<file path="src/rtl/collatz_pkg.sv">
// Shared widths and the scan controller state encoding for the collatz sweep blocks.
package collatz_pkg;
  localparam int N_W     = 32;
  localparam int COUNT_W = 16;

  typedef enum logic [2:0] {
    IDLE,
    LAUNCH,
    WAIT,
    READ,
    DRAIN,
    FINISH
  } scan_state_t;
endpackage

</file>
<file path="src/rtl/range_max_scan_if.sv">
// Host-side control/result bus of range_max_scan.
interface range_max_scan_if;
  import collatz_pkg::*;

  logic               go;
  logic [N_W-1:0]     base;
  logic               busy;
  logic               done;
  logic [N_W-1:0]     best_n;
  logic [COUNT_W-1:0] best_count;

  modport master (output go, base, input busy, done, best_n, best_count);
  modport slave  (input go, base, output busy, done, best_n, best_count);
endinterface

</file>
<file path="src/rtl/max_tracker.sv">
// Running maximum over (key, value) pairs; strict-greater update keeps the earliest key on ties.
module max_tracker
  import collatz_pkg::*;
(
  input  logic               clk,
  input  logic               reset,
  input  logic               clear,
  input  logic               valid,
  input  logic               first,
  input  logic [N_W-1:0]     key,
  input  logic [COUNT_W-1:0] value,
  output logic [N_W-1:0]     best_key,
  output logic [COUNT_W-1:0] best_value
);
  logic [N_W-1:0]     r_best_key;
  logic [COUNT_W-1:0] r_best_value;

  // The first pair is always taken so an all-zero sweep still reports its first key.
  always_ff @(posedge clk) begin
    if (reset || clear) begin
      r_best_key   <= '0;
      r_best_value <= '0;
    end else if (valid && (first || (value > r_best_value))) begin
      r_best_key   <= key;
      r_best_value <= value;
    end
  end

  assign best_key   = r_best_key;
  assign best_value = r_best_value;
endmodule

</file>
<file path="src/rtl/range_max_scan.sv">
// Launches one range sweep, reads its counts back one per cycle and reports the start
// value with the largest count.
module range_max_scan
  import collatz_pkg::*;
#(
  parameter int RAM_WORDS     = 16,
  parameter int RAM_ADDR_BITS = 4
) (
  input  logic               clk,
  input  logic               reset,
  range_max_scan_if.slave    bus,
  output logic               rgo,
  output logic [N_W-1:0]     rstart,
  input  logic               rdone,
  input  logic [COUNT_W-1:0] rcount
);
  scan_state_t              r_state;
  scan_state_t              w_state_next;
  logic [N_W-1:0]           r_base;
  logic [RAM_ADDR_BITS:0]   r_idx;
  logic                     r_vld_d;
  logic [RAM_ADDR_BITS-1:0] r_idx_d;
  logic                     w_go_acc;
  logic                     w_last;
  logic [N_W-1:0]           w_best_n;
  logic [COUNT_W-1:0]       w_best_count;

  assign w_go_acc = (r_state == IDLE) && bus.go;
  assign w_last   = (r_idx == (RAM_ADDR_BITS+1)'(RAM_WORDS - 1));

  always_comb begin
    w_state_next = r_state;
    rstart       = '0;
    case (r_state)
      IDLE:   if (bus.go) w_state_next = LAUNCH;
      LAUNCH: begin
        rstart       = r_base;
        w_state_next = WAIT;
      end
      WAIT: begin
        rstart = r_base;
        if (rdone) w_state_next = READ;
      end
      READ: begin
        rstart = N_W'(r_idx);
        if (w_last) w_state_next = DRAIN;
      end
      DRAIN:  w_state_next = FINISH;
      FINISH: w_state_next = IDLE;
      default: w_state_next = IDLE;
    endcase
  end

  // Valid/index are delayed one cycle to line up with range's registered read data.
  always_ff @(posedge clk) begin
    if (reset) begin
      r_state <= IDLE;
      r_base  <= '0;
      r_idx   <= '0;
      r_vld_d <= 1'b0;
      r_idx_d <= '0;
    end else begin
      r_state <= w_state_next;
      if (w_go_acc) r_base <= bus.base;
      if (r_state == WAIT) r_idx <= '0;
      else if (r_state == READ) r_idx <= r_idx + 1'b1;
      r_vld_d <= (r_state == READ);
      r_idx_d <= r_idx[RAM_ADDR_BITS-1:0];
    end
  end

  max_tracker u_tracker (
    .clk        (clk),
    .reset      (reset),
    .clear      (w_go_acc),
    .valid      (r_vld_d),
    .first      (r_idx_d == '0),
    .key        (r_base + N_W'(r_idx_d)),
    .value      (rcount),
    .best_key   (w_best_n),
    .best_value (w_best_count)
  );

  assign rgo            = (r_state == LAUNCH);
  assign bus.busy       = (r_state != IDLE);
  assign bus.done       = (r_state == FINISH);
  assign bus.best_n     = w_best_n;
  assign bus.best_count = w_best_count;
endmodule

</file>
<file path="src/flat_wrapper.sv">
// flat-port wrapper written by rule: the top's interface ports become plain ports
module range_max_scan_flat import collatz_pkg::*;
#(
  parameter int RAM_WORDS     = 16,
  parameter int RAM_ADDR_BITS = 4
)
  (clk, reset, rgo, rstart, rdone, rcount, bus_go, bus_base, bus_busy, bus_done, bus_best_n, bus_best_count);
  range_max_scan_if bus_i ();
  input  logic clk;
  input  logic reset;
  output logic rgo;
  output logic [N_W-1:0] rstart;
  input  logic rdone;
  input  logic [COUNT_W-1:0] rcount;
  input wire logic [$bits(bus_i.go)-1:0] bus_go;
  input wire logic [$bits(bus_i.base)-1:0] bus_base;
  output wire logic [$bits(bus_i.busy)-1:0] bus_busy;
  output wire logic [$bits(bus_i.done)-1:0] bus_done;
  output wire logic [$bits(bus_i.best_n)-1:0] bus_best_n;
  output wire logic [$bits(bus_i.best_count)-1:0] bus_best_count;
  assign bus_i.go = bus_go;
  assign bus_i.base = bus_base;
  assign bus_busy = bus_i.busy;
  assign bus_done = bus_i.done;
  assign bus_best_n = bus_i.best_n;
  assign bus_best_count = bus_i.best_count;
  range_max_scan #(.RAM_WORDS(RAM_WORDS), .RAM_ADDR_BITS(RAM_ADDR_BITS)) u_core (.clk(clk), .reset(reset), .bus(bus_i), .rgo(rgo), .rstart(rstart), .rdone(rdone), .rcount(rcount));
endmodule
</file>
<file path="config.mk">
export PLATFORM = sky130hd
export DESIGN_NAME = range_max_scan_flat
export DESIGN_NICKNAME = d
export VERILOG_FILES = /design/src/rtl/collatz_pkg.sv /design/src/rtl/range_max_scan_if.sv /design/src/rtl/max_tracker.sv /design/src/rtl/range_max_scan.sv /design/src/flat_wrapper.sv
export SDC_FILE = /design/constraint.sdc
export NUM_CORES = 1
export LEC_CHECK = 0
export BUFFER_PORTS_ARGS = -buffer_cell sky130_fd_sc_hd__buf_4
export CAP_MARGIN = 10
export CORE_MARGIN = 1.5
export CORE_UTILIZATION = 56
export CTS_CLUSTER_DIAMETER = 150
export DETAILED_ROUTE_END_ITERATION = 10
export GPL_ROUTABILITY_DRIVEN = 0
export GPL_TIMING_DRIVEN = 0
export PLACE_DENSITY = 0.85
export SLEW_MARGIN = 0
export SYNTH_ARGS = -nofsm -noshare
export SYNTH_HDL_FRONTEND = slang
export SYNTH_SLANG_ARGS = --single-unit
</file>
<file path="constraint.sdc">
create_clock -name clk -period 6.5 [get_ports clk]
set_clock_uncertainty 0.2 [all_clocks]
set_input_delay 0.65 -clock clk [delete_from_list [all_inputs] [get_ports clk]]
set_output_delay 0.65 -clock clk [all_outputs]
set_load 0.05 [all_outputs]
</file>
==> results.md <==
- TritonCTS built the clock tree.
- The die is 94.0 µm tall.
- The post-route setup TNS is 0 ns.
- The total instance count after detailed placement is 803.
- The share of the synthesized area in the top cell type is 40.2%.
- The power density relative to cell area is 210 nW/µm².
- The fraction of synthesis flops using an asynchronous set or reset pin is 0%.
- The worst setup path is captured at an output pin.
- The number of buffers created by CTS is 9.
- The highest achievable clock rate is 293 MHz.
- The worst hold-check path type is reg2reg.
- After filler insertion, the fill cell instance count of the layout stands at 586.
- The endpoint required time on the critical path is 5.65 ns.
- The initial antenna violation count is 0.
- The aggregate global routing overflow is 0.
- The filler-free cell count of the finished design is 819.
- For this run, the detailed router's first-pass iteration total came to 7.
- The initial DRC count is 243.
- Once the floorplan was initialized, standard cells occupied 58.7% of the core.
- The number of levels the H-tree was split into is 3.
- The DRC violation count after routing is 0.
- The biggest area consumer among synthesized cells is sky130_fd_sc_hd__dfxtp_1.
- Of the cells placed in the final design, the portion with a size suffix greater than 1 is 23.8%.
- Setup repair after global routing left no endpoint under its margin.
- The HPWL after detailed placement is 9.84 mm.
- The number of cells upsized or downsized after cts is 0.
- The number of global-route vias before repair is 4,266.
- In this design, the stage delay of the slowest critical-path cell is 0.54 ns.
- IR analysis of the VDD net gives a maximum drop of 0.144 mV.
- The run finished with clean final reports.
- The setup slack of the critical path after layout is 3.09 ns.
- The critical path goes through xor2_1 -> nor2b_1 -> clkbuf_1 -> and2_1 -> buf_4.
- The placement row count is 32.
- The origin of the critical flop-to-flop path is u_core.u_tracker.best_value[11]$_SDFFE_PP0P_.
- When the netlist entered floorplanning its net count stood at 642.
- Input and output buffers added on the ports amount to 134.
- The first global-routing pass estimated 20.2 mm of wire.
- Synthesis inferred 93 register bits.
- The cell area after technology mapping is 4630 µm².
- The clock-pin slew on the worst setup and hold paths is 0.09 ns.
- Across all layers, the routed design uses 4,637 vias.
- The final cell utilization of the core is 75.8%.
- The worst relative slew slack is 53.4%.
- The count of final setup violators is 0.
- The origin of the worst min-delay path is u_core.u_tracker.best_key[0]$_SDFFE_PP0P_.
- Yosys instantiated no cell more often than sky130_fd_sc_hd__dfxtp_1.
- Summing the sequential cell areas from Yosys gives 40.2% of the chip area.
- The number of buffers and inverters on the critical path is 2.
- The start point of the critical path is u_core.r_state[1]$_SDFFE_PP0P_.
- After detailed routing, the average wire length per cell comes to 15.7 µm.
- The startpoint-to-endpoint class of the critical path is reg2out.
- In the global route stage, overall resource usage came out at 29.4%.
- The final period utilization is 52.5%.
- The worst setup timing slack at the placement stage is 3.42 ns.
- After the last flow step, the layout net total stands at 787.
- 135 I/O pins were placed.
- The cell at the root of the clock tree is sky130_fd_sc_hd__clkbuf_8.
- On the critical path the largest part of the delay comes from simple AND/OR/NAND/NOR gates.
- The maximum fanout along the worst path is 10.
- The final-report hold violation count is 0.
- The count of flip-flops with a built-in enable after synthesis is 0.
- The maximum number of pins on one net before global-route repair is 16.
- Across the run, the number of max-cap violations was 0.
- The worst-path cell with the longest stage delay is sky130_fd_sc_hd__nor2b_1.
- Synthesis handed over a netlist of 567 instances.
- The arrival time of the worst setup path is 2.56 ns.
- The number of antenna repair diodes is 0.
- The analysis attributes to cell leakage a power of 2.47 nW.
- The synthesis warning total is 0.
- Yosys attributes the largest share of cell area to sky130_fd_sc_hd__dfxtp_1 (40%), sky130_fd_sc_hd__nand2_1 (7.2%), sky130_fd_sc_hd__a21oi_1 (5.9%).
- The final critical-path required period is 3.41 ns.
- The core box area is 7890 µm².
- The area of the die is 8830 µm².
- Counting instances in the post-synthesis netlist gives the leading cell types as sky130_fd_sc_hd__dfxtp_1 (93), sky130_fd_sc_hd__nand2_1 (89), sky130_fd_sc_hd__a21oi_1 (55).
- Measured along the x axis, the die boundary spans 94.0 µm.
- From synthesis to final layout, the design area changed by 29.1%.
- In this run the mean area of a mapped cell was 8.17 µm².
- The slew at the pin closest to its max-slew limit is 0.696 ns.
- The mean number of vias per cell is 5.66.
- At the later pin of the worst-skew pair, clock insertion delay measures 0.36 ns.
- Hold repair after CTS inserted 0 buffers.
- The number of setup buffers added after CTS is 0.
- The netlist uses 46 different library cells.
- In this run the remaining antenna-violating nets after routing total 0.
- The worst setup path is launched from a flip-flop.
- The max-slew violation count was 0.
- Summed over all layers, the routed wires come to 12.8 mm.
- The number of buffers on the longest clock path is 2.
- For this design, the sink count on the clock tree is 93.
- The commonest register cell after synthesis is sky130_fd_sc_hd__dfxtp_1.
-- metal layers --
layer | share of wire (%) | vias up | track usage (%)
li1 | - | 2259 | -
met1 | 44 | 2154 | 39.4
met2 | 47 | 204 | 48.0
met3 | 7.2 | 20 | 3.80
met4 | 1.8 | 0 | 11.8
met5 | 0 | - | 0
-- worst register-to-register path: cells and delay by family, from the launching register on --
| family | cells | cell delay, ns |
|---|---|---|
| fa+ha+maj | 1 | 0.33 |
| flops | 1 | 0.34 |
| compound gates | 5 | 1.09 |
| buf+inv | 4 | 0.57 |
| simple gates | 1 | 0.11 |
-- through the flow --
step                hold WS (ns)  area, µm²  total power, mW
global placement           0.242       5770            0.837
detailed placement         0.245       5770            0.843
floorplan                  0.245       4630            0.758
CTS                        0.257       5980             1.25
finish                     0.255       5980             1.26
global route               0.272       5980             1.30
-- sequential cells by signal (all words and copies together), names as in the netlist --
name                         flops
u_core.r_state                   3
u_core.r_vld_d                   1
u_core.r_idx_d                   4
u_core.u_tracker.best_value     16
u_core.r_base                   32
u_core.r_idx                     5
u_core.u_tracker.best_key       32
-- report_power, final --
part	internal, mW	leakage, nW	switching [mW]
registers	0.588	0.755	0.0262
clock network	0.217	0.107	0.205
logic	0.0768	1.61	0.142
-- area by class of cell --
class / instances / area, µm² / area share, %
multi-input combinational: 416 / 2520 / 42.1
sequential: 93 / 1860 / 31.1
timing repair buffer: 134 / 1010 / 16.8
buffer: 38 / 176 / 2.95
clock buffer: 10 / 128 / 2.13
tap: 102 / 128 / 2.13
clock inverter: 6 / 86.3 / 1.44
inverter: 20 / 75.1 / 1.26
-- cells in the final DEF, fill, tap and decap left out, types with 2 or more instances in the layout --
| cell type | n |
|---|---|
| sky130_fd_sc_hd__a211oi_1 | 19 |
| sky130_fd_sc_hd__nand3b_1 | 2 |
| sky130_fd_sc_hd__buf_2 | 9 |
| sky130_fd_sc_hd__o31ai_2 | 9 |
| sky130_fd_sc_hd__o21ai_1 | 5 |
| sky130_fd_sc_hd__a21boi_0 | 2 |
| sky130_fd_sc_hd__bufinv_16 | 2 |
| sky130_fd_sc_hd__buf_6 | 3 |
| sky130_fd_sc_hd__nor2b_1 | 8 |
| sky130_fd_sc_hd__clkbuf_1 | 26 |
| sky130_fd_sc_hd__clkbuf_8 | 9 |
| sky130_fd_sc_hd__xnor2_1 | 11 |
| sky130_fd_sc_hd__nand2b_1 | 2 |
| sky130_fd_sc_hd__ha_1 | 22 |
| sky130_fd_sc_hd__buf_4 | 134 |
| sky130_fd_sc_hd__and2_1 | 30 |
| sky130_fd_sc_hd__xor2_1 | 20 |
| sky130_fd_sc_hd__nand3_1 | 31 |
| sky130_fd_sc_hd__and3_1 | 4 |
| sky130_fd_sc_hd__o31ai_1 | 6 |
| sky130_fd_sc_hd__nand2_1 | 89 |
| sky130_fd_sc_hd__dfxtp_1 | 93 |
| sky130_fd_sc_hd__clkinv_2 | 2 |
| sky130_fd_sc_hd__nor3_1 | 9 |
| sky130_fd_sc_hd__inv_1 | 20 |
| sky130_fd_sc_hd__a22oi_1 | 4 |
| sky130_fd_sc_hd__o21ai_0 | 14 |
| sky130_fd_sc_hd__nor4_1 | 2 |
| sky130_fd_sc_hd__nand4_1 | 16 |
| sky130_fd_sc_hd__nor2_1 | 36 |
| sky130_fd_sc_hd__a21oi_1 | 55 |
| sky130_fd_sc_hd__and4_1 | 2 |
| sky130_fd_sc_hd__a21o_1 | 2 |
-- path summary, 6_finish.rpt --
check | to | slack [ns] | cells after the start
setup reg to reg | u_core.u_tracker.best_value[5]$_SDFFE_PP0P_ | 3.76 | 11
hold reg to reg | u_core.u_tracker.best_key[0]$_SDFFE_PP0P_ | 0.26 | 2
hold / removal | u_core.u_tracker.best_key[0]$_SDFFE_PP0P_ | 0.26 | 2
setup / recovery | rstart[5] | 3.09 | 5
-- cell families after synthesis --
kind of cell / share of synthesized area, %
XOR/XNOR: 5.86
adder cells (fa/ha/maj): 6.37
AO/OA/AOI/OAI: 17.5
flip-flops: 40.2
buffers and inverters: 5.43
AND/OR/NAND/NOR: 24.5
multiplexers: 0.216
No activity file was read; power rests on OpenSTA's default activity.
